--- config.mk ---
export PLATFORM = sky130hd
export DESIGN_NAME = l2_mem_bridge
export DESIGN_NICKNAME = d
export VERILOG_FILES = /design/src/rtl/l2_mem_bridge.sv
export SDC_FILE = /design/constraint.sdc
export NUM_CORES = 1
export LEC_CHECK = 0
export BUFFER_PORTS_ARGS = -buffer_cell sky130_fd_sc_hd__clkbuf_2
export CAP_MARGIN = 20
export CELL_PAD_IN_SITES_DETAIL_PLACEMENT = 0
export CELL_PAD_IN_SITES_GLOBAL_PLACEMENT = 2
export CORE_ASPECT_RATIO = 0.75
export CORE_MARGIN = 3
export CORE_UTILIZATION = 28
export DETAILED_ROUTE_END_ITERATION = 6
export HOLD_SLACK_MARGIN = 0.1
export PLACE_DENSITY_LB_ADDON = 0.1
export SYNTH_ARGS = -nofsm -noshare
export SYNTH_HDL_FRONTEND = slang
export SYNTH_SLANG_ARGS = --single-unit
--- constraint.sdc ---
create_clock -name clk_l2 -period 2.01 [get_ports clk_l2]
set_input_delay 0.402 -clock clk_l2 [delete_from_list [all_inputs] [get_ports clk_l2]]
set_output_delay 0.402 -clock clk_l2 [all_outputs]
set_load 0.02 [all_outputs]
--- src/rtl/l2_mem_bridge.sv ---
// l2_mem_bridge: serves inst/data L2 writeback and fill requests as
// word-by-word transfers to memory, one line at a time.
// Ports: clk_l2/rst; inst_*/data_* request sets (dirty=writeback,
// replace=fill, line addresses, done pulses); wb_rd_* L2 read port;
// fill_* L2 write port; mem_* word request/ack memory port.
module l2_mem_bridge #(
   parameter int ADDR_W     = 32,
   parameter int DATA_W     = 32,
   parameter int LINE_WORDS = 4
) (
   input  logic                          clk_l2,
   input  logic                          rst,
   input  logic                          inst_mem_dirty_req,
   input  logic                          inst_mem_replace_req,
   input  logic [ADDR_W-1:0]             inst_dirty_addr,
   input  logic [ADDR_W-1:0]             inst_fill_addr,
   output logic                          inst_mem_dirty_done,
   output logic                          inst_mem_replace_done,
   input  logic                          data_mem_dirty_req,
   input  logic                          data_mem_replace_req,
   input  logic [ADDR_W-1:0]             data_dirty_addr,
   input  logic [ADDR_W-1:0]             data_fill_addr,
   output logic                          data_mem_dirty_done,
   output logic                          data_mem_replace_done,
   output logic                          wb_rd_sel,
   output logic [$clog2(LINE_WORDS)-1:0] wb_rd_idx,
   input  logic [DATA_W-1:0]             wb_rd_data,
   output logic                          fill_we,
   output logic                          fill_sel,
   output logic [$clog2(LINE_WORDS)-1:0] fill_idx,
   output logic [DATA_W-1:0]             fill_data,
   output logic                          mem_req,
   output logic                          mem_we,
   output logic [ADDR_W-1:0]             mem_addr,
   output logic [DATA_W-1:0]             mem_wdata,
   input  logic                          mem_ack,
   input  logic [DATA_W-1:0]             mem_rdata
);

   localparam int IDX_W = $clog2(LINE_WORDS);
   localparam int BSH   = $clog2(DATA_W / 8);
   localparam int LSH   = $clog2(LINE_WORDS * DATA_W / 8);
   localparam logic [ADDR_W-1:0] LMASK =
      ~((ADDR_W'(1) << LSH) - ADDR_W'(1));
   localparam logic [IDX_W-1:0] LAST = IDX_W'(LINE_WORDS - 1);

   typedef enum logic [2:0] {
      IDLE, ARB, WB_RD, WB_WR, FILL, DONE
   } state_e;

   state_e state_q, state_d;

   // Flag order: 0 i_dirty, 1 i_fill, 2 d_dirty, 3 d_fill, so
   // index = {sel, is_fill}.
   logic [3:0]        req_in, req_q, arm_q;
   logic [3:0]        pend_q, pend_d, cap, clr;
   logic [ADDR_W-1:0] addr_in [4];
   logic [ADDR_W-1:0] addr_q  [4];

   logic              rr_q, sel_q, fill_q, first_q;
   logic [IDX_W-1:0]  cnt_q;
   logic [ADDR_W-1:0] line_q, cur_addr;
   logic [DATA_W-1:0] wdata_q;
   logic              i_any, d_any, gsel, gfill, last;
   logic [1:0]        gidx, sidx;

   assign req_in = {data_mem_replace_req, data_mem_dirty_req,
                    inst_mem_replace_req, inst_mem_dirty_req};

   assign addr_in[0] = inst_dirty_addr;
   assign addr_in[1] = inst_fill_addr;
   assign addr_in[2] = data_dirty_addr;
   assign addr_in[3] = data_fill_addr;

   // rr_q=1 gives data priority; the other side wins only if the
   // preferred one has nothing pending.
   assign i_any = |pend_q[1:0];
   assign d_any = |pend_q[3:2];
   assign gsel  = rr_q ? d_any : ~i_any;
   assign gfill = gsel ? ~pend_q[2] : ~pend_q[0];
   assign gidx  = {gsel, gfill};
   assign sidx  = {sel_q, fill_q};

   // arm_q blocks levels held through reset until they drop once.
   // A fresh edge during DONE of the same flag re-arms it.
   assign clr    = (state_q == DONE) ? (4'b0001 << sidx) : 4'b0000;
   assign cap    = req_in & ~req_q & arm_q & (~pend_q | clr);
   assign pend_d = (pend_q & ~clr) | cap;

   assign last     = (cnt_q == LAST);
   assign cur_addr = line_q + (ADDR_W'(cnt_q) << BSH);

   always_ff @(posedge clk_l2) begin
      if (rst) begin
         state_q <= IDLE;
         req_q   <= '0;
         arm_q   <= '0;
         pend_q  <= '0;
         rr_q    <= 1'b1;
         sel_q   <= 1'b0;
         fill_q  <= 1'b0;
         first_q <= 1'b0;
         cnt_q   <= '0;
         line_q  <= '0;
         wdata_q <= '0;
         for (int i = 0; i < 4; i++) addr_q[i] <= '0;
      end else begin
         state_q <= state_d;
         req_q   <= req_in;
         arm_q   <= arm_q | ~req_in;
         pend_q  <= pend_d;
         for (int i = 0; i < 4; i++)
            if (cap[i]) addr_q[i] <= addr_in[i] & LMASK;
         // Array read data shows up in the first WB_WR cycle only.
         first_q <= (state_q == WB_RD);
         if (first_q) wdata_q <= wb_rd_data;
         case (state_q)
            ARB: begin
               sel_q  <= gsel;
               fill_q <= gfill;
               rr_q   <= ~gsel;
               line_q <= addr_q[gidx];
               cnt_q  <= '0;
            end
            WB_WR, FILL: begin
               if (mem_ack && !last) cnt_q <= cnt_q + 1'b1;
            end
            default: ;
         endcase
      end
   end

   always_comb begin
      state_d               = state_q;
      wb_rd_sel             = 1'b0;
      wb_rd_idx             = '0;
      fill_we               = 1'b0;
      fill_sel              = 1'b0;
      fill_idx              = '0;
      fill_data             = '0;
      mem_req               = 1'b0;
      mem_we                = 1'b0;
      mem_addr              = '0;
      mem_wdata             = '0;
      inst_mem_dirty_done   = 1'b0;
      inst_mem_replace_done = 1'b0;
      data_mem_dirty_done   = 1'b0;
      data_mem_replace_done = 1'b0;
      case (state_q)
         IDLE: begin
            if (|pend_q) state_d = ARB;
         end
         ARB: begin
            state_d = gfill ? FILL : WB_RD;
         end
         WB_RD: begin
            wb_rd_sel = sel_q;
            wb_rd_idx = cnt_q;
            state_d   = WB_WR;
         end
         WB_WR: begin
            mem_req   = 1'b1;
            mem_we    = 1'b1;
            mem_addr  = cur_addr;
            mem_wdata = first_q ? wb_rd_data : wdata_q;
            if (mem_ack) state_d = last ? DONE : WB_RD;
         end
         FILL: begin
            mem_req  = 1'b1;
            mem_addr = cur_addr;
            if (mem_ack) begin
               fill_we   = 1'b1;
               fill_sel  = sel_q;
               fill_idx  = cnt_q;
               fill_data = mem_rdata;
               state_d   = last ? DONE : FILL;
            end
         end
         DONE: begin
            inst_mem_dirty_done   = (sidx == 2'd0);
            inst_mem_replace_done = (sidx == 2'd1);
            data_mem_dirty_done   = (sidx == 2'd2);
            data_mem_replace_done = (sidx == 2'd3);
            state_d               = IDLE;
         end
         default: state_d = IDLE;
      endcase
   end

endmodule

* After elaboration in Yosys (flattened, before gate mapping)
Memories as Yosys holds them, arrays and structs flattened. A register that Yosys moved wholly into a read port is not among the register bits.
Cells that the tools add are included.
** Cells by class
- Reduce and logical (&&, ||, !) cells :: 11
- Muxes and demuxes :: 49
- Add/subtract/negate cells :: 2
- Shifts and indexed selects :: 1
- Equality and inequality tests :: 13
- Bitwise gates (word level) :: 19
** Operator list (count)
- $mux W32 :: 5
- $mux W28 :: 4
- $add A32 B4 Y32 :: 1
- $mux W1 :: 28
- $and A4 B4 Y4 :: 4
- $not A4 Y4 :: 4
- $mux W3 :: 5
- $pmux W3 S5 :: 1
- $or A4 B4 Y4 :: 3
- $mux W2 :: 4
- $eq A2 B2 Y1 const B :: 3
- $eq A3 B2 Y1 const B :: 2
- $eq A3 B3 Y1 const B :: 2
- $ne A2 B2 Y1 const B :: 3
- $reduce_or A2 Y1 :: 3
- $mux W4 :: 1
- $not A1 Y1 :: 4
- $or A1 B1 Y1 :: 4
- $pmux W2 S2 :: 1
- $reduce_or A4 Y1 :: 1
- $shl A1 B2 Y4 const A :: 1
- $eq A3 B1 Y1 const B :: 1
- $logic_not A3 Y1 :: 1
- $reduce_and A3 Y1 :: 1
- other kinds (8) :: 8
** Storage, ports and cells
- Input port bits :: 199
- Logic and storage cells :: 107
- Memories kept :: 1
- Register bits after elaboration :: 85
- Output and inout bits :: 109
- Bits in writable memories :: 112
** Memory list
- addr_q :: words 4, bits a word 28, read ports 1, clocked after memory_dff 1, wr ports 4, line 58 : logic [ADDR_W-1:0] addr_q [4];

* Logic depth before layout (Yosys ltp)
Gate-level depths: netlist of run 1.
- Word-level depth :: 8
- Depth in mapped cells :: 8
- Depth with buffers taken out :: 7

* Least setup slack after synthesis of run 1
OpenSTA, ideal clock, no wires.
- Path kind :: input -> register
- From :: input port rst
- To :: memory addr_q[0][0] (netlist name) (enable)
- Cell stages on the path :: 3
- Data arrival time :: 1.758 ns
- Setup slack :: -0.137 ns
- Library setup time :: 0.389 ns
- Required time :: 1.621 ns
- Buffers on the path :: 2
- Cells stage by stage :: buf_1 -> clkbuf_1 -> nand2b_1
** RTL lines
- from (decl) :: line 12 : input logic rst,
- to (decl) :: line 58

* Worst setup path after layout of run 1
- From :: register state_q[1]
- To :: output port mem_addr[26]
** On the way
- Longest elaborated chain between the ends :: 3
- Elaborated cells on any way between the ends :: 4
- Classes of those cells :: 2 x eq/ne; 1 x mux; 1 x reduce/logical
** Ends and longest elaborated chain
- from (decl) :: line 51 : state_e state_q, state_d;
- from (signal assigned) :: line 108 : state_q <= state_d;
- $eq A3 B3 Y1 / $eq A3 B2 Y1 (equally long branches) :: line 149 : case (state_q)
- $reduce_or A2 Y1 (no line) (*)
- $mux W32 (*) :: line 149
- to (decl) :: line 34 : output logic [ADDR_W-1:0] mem_addr,
Every way passes the cells marked *; elsewhere a longest branch is shown, timed or not.

==> key figures, run 1 <==
Placed design
  – Placed instance count: 1,449
  – IO Port Bufs: around 290
  – RD Place Congestion: between 0.7 and 0.8
  – Dpl cell area: 11,000 µm²
  – Dpl hpwl: 20,500 µm

Finish
  – Fillers: ~2,900
  – Commonest cells after routing, fill and taps aside: clkbuf_2, edfxtp_1, and2_1
  – Commonest non-fill, non-tap cell in the layout: clkbuf_2
  – Layout cells sized above 1: between 50% and 60%
  – Area Overhead vs Synth: 54.1%
  – Reg area: 5000 µm²
  – Multi-input logic area: 4120 µm²
  – Final core utilization: 44.4%
  – Post-route cell area: about 14,000 µm²
  – Final net count: 1,316
  – Layout Cells excl Fill: 1,529

CTS
  – Clock root cell: clkbuf_16
  – Sink Count: around 190
  – CTS tree: done
  – Reg clk slew, reported paths: 0.08 ns
  – CTS max path bufs: 2
  – Clk Latency, worst-skew pair: 0.44 ns
  – CTS Hold Bufs: 0
  – H-tree depth: 4
  – Num CTS Buffers: 17

STA
  – Tcrit/Tclk final: 107%
  – Fin. Hold Viols: 0
  – F_max: 0.464 GHz
  – Slew Limit Fails: 0
  – Final Skew: 0.0114 ns
  – RSZ-0062 raised after global routing: true
  – Worst-margin pin slew: between 0.5 and 0.6 ns
  – Final min period: 2.16 ns
  – Final setup fails: 87
  – Fin worst setup slack: -0.147 ns
  – Slew margin rel.: 64.0%

Synth
  – Commonest register cell after synthesis: edfxtp_1
  – Mux contribution to synthesized area: 8.57%
  – Mapped cell area: 8810 µm²
  – Post-synthesis compound-gate area fraction: 9.11%
  – Avg Cell Area, Syn: 11.4 µm²
  – Post-Synth Adder-Cell Area: 0.142%
  – EDFF count, synth: 112
  – Cells after synthesis: between 700 and 800
  – Ys Warns: 0
  – Largest family of logic cells by synthesized area: simple AND/OR/NAND/NOR gates
  – Netlist cell types: 50
  – Post-synthesis xor/xnor area fraction: 0%
  – Post-Synth Simple-Gate Area: about 21%
  – Post-synthesis sequential area ratio: 56.6%
  – Post-synth ARST share: 0%
  – Flops & latches, synth: approximately 190

Critical path
  – Crit path DAT: approximately 1.8 ns
  – CP endpoint kind: primary output
  – Slowest cell delay on critical path: 0.37 ns
  – FF-to-FF End: addr_q[1][6]$_SDFFCE_PN0P_
  – Worst path slowest cell: dfxtp_4
  – Worst Path Required: 1.61 ns
  – CP Class: register to primary output
  – Setup slack, reg-to-reg: -0.04 ns
  – Crit path launch type: register
  – Critical-path maximum fanout: 20
  – Reg2Reg Depth: 9
  – CP cell instances: buf_6 -> nor3b_4 -> nor2_4 -> buf_12 -> nor2b_2 -> clkbuf_8
  – Crit Reg-Reg Startpoint: state_q[1]$_SDFFE_PP0P_

Power
  – Internal: 7.31 mW
  – Sw Ratio: 26.9%
  – Worst vdd ir: 0.000549 V
  – Overall power: 10.0 mW
  – Net Sw Power: between 2 and 3 mW
  – PD cells: 736 nW/µm²
  – Clock share of power: between 30% and 40%
  – Reg power frac: between 40% and 50%
  – Combinational Power Share: 18.1%
  – Leakage: roughly 5.5 nW

Min path
  – Worst min-delay path endpoint: arm_q[2]$_SDFF_PP0_
  – Hold Path Origin: data_mem_dirty_req
  – Hold Path Depth: 2
  – Worst hold-check path type: primary input to register

Floorplanning
  – Die X: roughly 210 µm
  – I/O pin total: ~310
  – Die height: 160 µm
  – Die Area: 33,600 µm²
  – Core area: 30,600 µm²
  – Initial core utilization: 28.8%
  – Standard-cell rows: 55

GRT
  – Largest net degree at the start of global routing: 40
  – Remaining Overflow, GRT: 0
  – Initial antenna violation count: 3
  – First-pass GRT wire length: 43,000 µm
  – All-Layer GR Usage: 16.9%
  – Vias in the first global route: approximately 7,000

Detailed routing
  – Drt pass-1 iters: 5
  – Residual DRC: 0
  – Vias: 7,016
  – Vias/cell: 4.59
  – Post-Route WL: 31,000 µm
  – Drt wl/cell: 20.3 µm
  – DR iter-0 viols: ~310
  – Post-route ant nets: 0

Status
  – Failing checks: setup timing
  – Status: complete, but fails checks

Job
  – Max Cap Viol: 0
-- worst max-delay path by stage --
stage	from	to	slack, ns	cells after the start
floorplan	state_q[1]$_SDFFE_PP0P_	mem_addr[10]	0.15	6
global placement	rst	line_q[4]$_SDFFE_PP0P_	-0.12	4
detailed placement	state_q[2]$_SDFFE_PP0P_	addr_q[2][20]$_SDFFCE_PN0P_	0.1	6
CTS	state_q[0]$_SDFFE_PP0P_	mem_addr[7]	-0.19	7
global route	state_q[1]$_SDFFE_PP0P_	mem_addr[25]	-0.23	6
finish	state_q[1]$_SDFFE_PP0P_	mem_addr[26]	-0.15	6
-- flip-flops by register name, summed over array words and instances, names as in the netlist, 2 cells and up --
register,count
line_q,28
req_q,4
pend_q,4
wdata_q,32
addr_q,112
state_q,3
cnt_q,2
arm_q,4
-- cells in the mapped netlist, drive strengths merged (3+ instances only) --
cell	instances	area share, %
a21oi	41	3.2
a221o	27	3.1
and2	148	11
buf	25	2.2
clkbuf	34	1.4
dfxtp	81	18
edfxtp	112	38
inv	12	0.51
mux2	29	4.8
mux2i	33	3.8
nand2	7	0.30
nand2b	7	0.58
nand3	30	1.7
nand3b	7	0.60
nand4b	3	0.30
nor2	79	3.6
nor2b	36	2.6
nor3	5	0.34
nor4	5	0.53
o21ai	29	1.6
-- power groups by stage --
stage | Clock (mW) | Sequential [mW] | Combinational, mW
floorplan | 0 | 4.57 | 0.774
global placement | 0 | 4.61 | 1.37
detailed placement | 0 | 4.61 | 1.37
CTS | 3.77 | 4.52 | 1.63
global route | 3.91 | 4.56 | 1.93
finish | 3.66 | 4.53 | 1.81
-- timing repair --
action,in CTS,in global routing
cloned,5,11
gates resized for setup,183,256
setup buffers,19,16
endpoints found under the setup margin,103,346
pin swaps,18,27
endpoints found under the hold margin,0,0
-- routing by layer --
metal  vias to the layer above  global-route usage (%)  share of wire (%)
li1                       3383                       -                  -
met4                         2                    3.92                1.3
met5                         -                       0              0.039
met2                       211                    24.6                 43
met1                      3399                    25.5                 50
met3                        21                    3.84                5.5
-- stage by stage --
step                hold WS (ns)  setup TNS, ns  setup WS [ns]
floorplan                  0.426              0          0.148
global placement           0.436          -1.07         -0.120
detailed placement         0.440              0         0.0967
CTS                        0.141          -9.50         -0.194
global route               0.149         -16.41         -0.234
finish                     0.165          -7.76         -0.147
-- final cells by class --
| cell class | count | share of cell area [%] |
|---|---|---|
| clock inverter | 15 | 1.48 |
| tap | 399 | 3.68 |
| timing repair buffer | 383 | 24.1 |
| multi-input combinational | 509 | 30.3 |
| inverter | 12 | 0.406 |
| sequential | 193 | 36.8 |
| clock buffer | 17 | 3.13 |
| antenna | 1 | 0.0184 |
-- cell families after synthesis --
family | Yosys count
muxes | 62
AOI/OAI and AO/OA | 111
buffers and inverters | 71
and+or+nand+nor | 333
adders and majority gates | 1
DFF | 193
other | 1
-- critical path, delay by kind of cell (launching register included) --
| kind | cells | cell delay, ns |
|---|---|---|
| DFF | 1 | 0.37 |
| buffers and inverters | 3 | 0.45 |
| and+or+nand+nor | 3 | 0.49 |
Power figures use the tool's default switching activity.
==> run 2: changes to the inputs <==
Settings changed: SETUP_SLACK_MARGIN set to 0.4.
==> key figures, run 2 (synthesized netlist as in run 1, its figures left out) <==
Status
  – Status: complete, but fails checks
  – Failing checks: setup timing

GRT
  – Largest net degree at the start of global routing: 43 (+7.5%)
  – First-pass GRT wire length: 43,300 µm (+0.70%)
  – Remaining Overflow, GRT: 0 (unchanged)
  – All-Layer GR Usage: 17.0% (+0.035 points)
  – Vias in the first global route: 6,977 (+0.10%)
  – Initial antenna violation count: 2 (-1)

Finish
  – Fillers: 2,887 (-0.17%)
  – Register with the most flip-flops: addr_q
  – Layout cells sized above 1: 58.3% (+5.2 points)
  – Ant. Diodes: 0 (-1)
  – Area Overhead vs Synth: 58.5%
  – Post-route cell area: 14,000 µm² (+2.8%)
  – Final net count: 1,320 (+0.30%)
  – Reg area: 5000 µm² (about the same)
  – Commonest non-fill, non-tap cell in the layout: clkbuf_2
  – Final core utilization: 45.7% (+1.2 points)
  – Regs by FF count: addr_q x112, wdata_q x32, line_q x28
  – Multi-input logic area: 4240 µm² (+2.9%)
  – Commonest cells after routing, fill and taps aside: clkbuf_2, edfxtp_1, and2_4
  – Layout Cells excl Fill: 1,532 (+0.20%)
  – Largest register FFs: 112 (unchanged)

CTS
  – Reg clk slew, reported paths: 0.07 ns (about the same)
  – Clk Latency, worst-skew pair: 0.44 ns (about the same)
  – CTS max path bufs: 2 (unchanged)
  – Sink Count: 193 (unchanged)
  – H-tree depth: 4 (unchanged)
  – Num CTS Buffers: 17 (unchanged)
  – CTS tree: done
  – Clock root cell: clkbuf_16
  – CTS Hold Bufs: 0 (unchanged)

Critical path
  – Crit. Startpoint: state_q[1]$_SDFFE_PP0P_
  – Setup slack, reg-to-reg: -0.13 ns (-0.09 ns)
  – CP endpoint kind: primary output
  – Crit path launch type: register
  – CP Class: register to primary output
  – Worst Path Required: 1.61 ns (about the same)
  – FF-to-FF End: addr_q[1][26]$_SDFFCE_PN0P_
  – Reg2Reg Depth: 9 (unchanged)
  – Critical-path maximum fanout: 5 (-75%)
  – Crit Reg-Reg Startpoint: state_q[1]$_SDFFE_PP0P_
  – Crit path DAT: 1.79 ns (+0.04 ns)
  – Critical Path Sink: mem_addr[12]

Detailed routing
  – Vias/cell: 4.60 (+0.27%)
  – Drt wl/cell: 20.1 µm (-0.61%)
  – DR iter-0 viols: 331 (+5.8%)
  – Post-Route WL: 30,900 µm (-0.42%)
  – Residual DRC: 0 (unchanged)
  – Drt pass-1 iters: 5 (unchanged)
  – Post-route ant nets: 0 (unchanged)
  – Vias: 7,049 (+0.47%)

STA
  – Setup_tns: -14.61 ns (-6.85 ns)
  – Fin worst setup slack: -0.181 ns (-0.0340 ns)
  – Final hold slack: 0.159 ns (-0.00580 ns)
  – Final Skew: 0.0116 ns (+0.000215 ns)
  – Worst-margin pin slew: 0.513 ns (-0.0238 ns)
  – Fin. Hold Viols: 0 (unchanged)
  – Slew Limit Fails: 0 (unchanged)
  – F_max: 0.456 GHz (-1.6%)
  – Tcrit/Tclk final: 109% (+1.7 points)
  – Slew margin rel.: 65.8% (+1.9 points)
  – Final min period: 2.19 ns (+0.0340 ns)
  – Final setup fails: 184 (+110%)
  – RSZ-0062 raised after global routing: true

Placed design
  – IO Port Bufs: 289 (unchanged)
  – Placed instance count: 1,444 (-0.35%)
  – Dpl hpwl: 20,400 µm (-0.16%)
  – Place WS: 0.117 ns (+0.0200 ns)
  – RD Place Congestion: 0.767 (+2.7%)
  – Dpl cell area: 11,300 µm² (+3.1%)

Floorplanning
  – Die Area: 33,600 µm² (unchanged)
  – Die height: 160 µm (unchanged)
  – I/O pin total: 308 (unchanged)
  – Core area: 30,600 µm² (unchanged)
  – Standard-cell rows: 55 (unchanged)
  – Initial core utilization: 28.8% (unchanged)
  – Die X: 211 µm (unchanged)

Power
  – Overall power: 9.87 mW (-1.3%)
  – Leakage: 5.64 nW (+2.6%)
  – Worst vdd ir: 0.000488 V (-11%)
  – PD cells: 707 nW/µm² (-4.0%)

Job
  – Max Cap Viol: 0 (unchanged)

Min path
  – Worst hold-check path type: primary input to register
## run 2: cell types whose count changed in the layout (fill, tap and decap cells not counted), moves of 9 or more
cell,delta
and2_1,-46
and2_4,+46
buf_2,-12
buf_4,-40
buf_8,+24
clkbuf_2,+31
mux2i_1,+13
mux2i_4,-13
nor2_2,+9
nor2b_1,-14
nor2b_4,+22
## run 2: layout make-up
class                           count  share of cell area [%]
Inverter                           12                   0.368
Timing Repair Buffer              387                    25.8
Clock buffer                       17                    3.05
Tap cell                          399                    3.58
Multi-Input combinational cell    509                    30.4
Clock inverter                     15                   0.968
Sequential cell                   193                    35.9
## run 2: worst min path at each step
stage,cells past startpoint,endpoint,slack [ns],from
5_1_grt,2,arm_q[3]$_SDFF_PP0_,0.16,data_mem_replace_req
3_5_place_dp,2,arm_q[2]$_SDFF_PP0_,0.44,arm_q[2]$_SDFF_PP0_
3_3_place_gp,2,arm_q[1]$_SDFF_PP0_,0.43,arm_q[1]$_SDFF_PP0_
2_1_floorplan,2,arm_q[0]$_SDFF_PP0_,0.43,arm_q[0]$_SDFF_PP0_
6_report,2,arm_q[3]$_SDFF_PP0_,0.16,data_mem_replace_req
4_1_cts,2,arm_q[3]$_SDFF_PP0_,0.14,data_mem_replace_req
## run 2: layer usage
| layer | wire, µm | vias up | track usage, % |
|---|---|---|---|
| met1 | 15400 | 3421 | 26.1 |
| met2 | 13500 | 215 | 24.1 |
| met5 | 14 | - | 0 |
| met3 | 1720 | 15 | 4.08 |
| li1 | - | 3396 | - |
| met4 | 243 | 2 | 3.29 |
## run 2: power breakdown
part           internal [mW]  leakage, nW  switching [mW]  total [mW]
Clock                   1.72        0.259            1.59        3.32
Combinational           1.05         3.55           0.968        2.01
Sequential              4.42         1.83           0.118        4.54
Total                   7.19         5.64            2.68        9.87
## run 2: repair_timing
item	in CTS	in global routing
setup endpoints to repair	361	365
gates resized for setup	224	161
pin swaps	27	43
gates cloned	5	19
buffers inserted	23	9
## run 2: critical path, stage by stage, from the launching register on
cell and delay, ns:
dfxtp_2 0.33, buf_6 0.12, nor3b_4 0.24, nor2_4 0.05, buf_12 0.15, buf_16 0.15
nor2b_4 0.16, buf_8 0.13
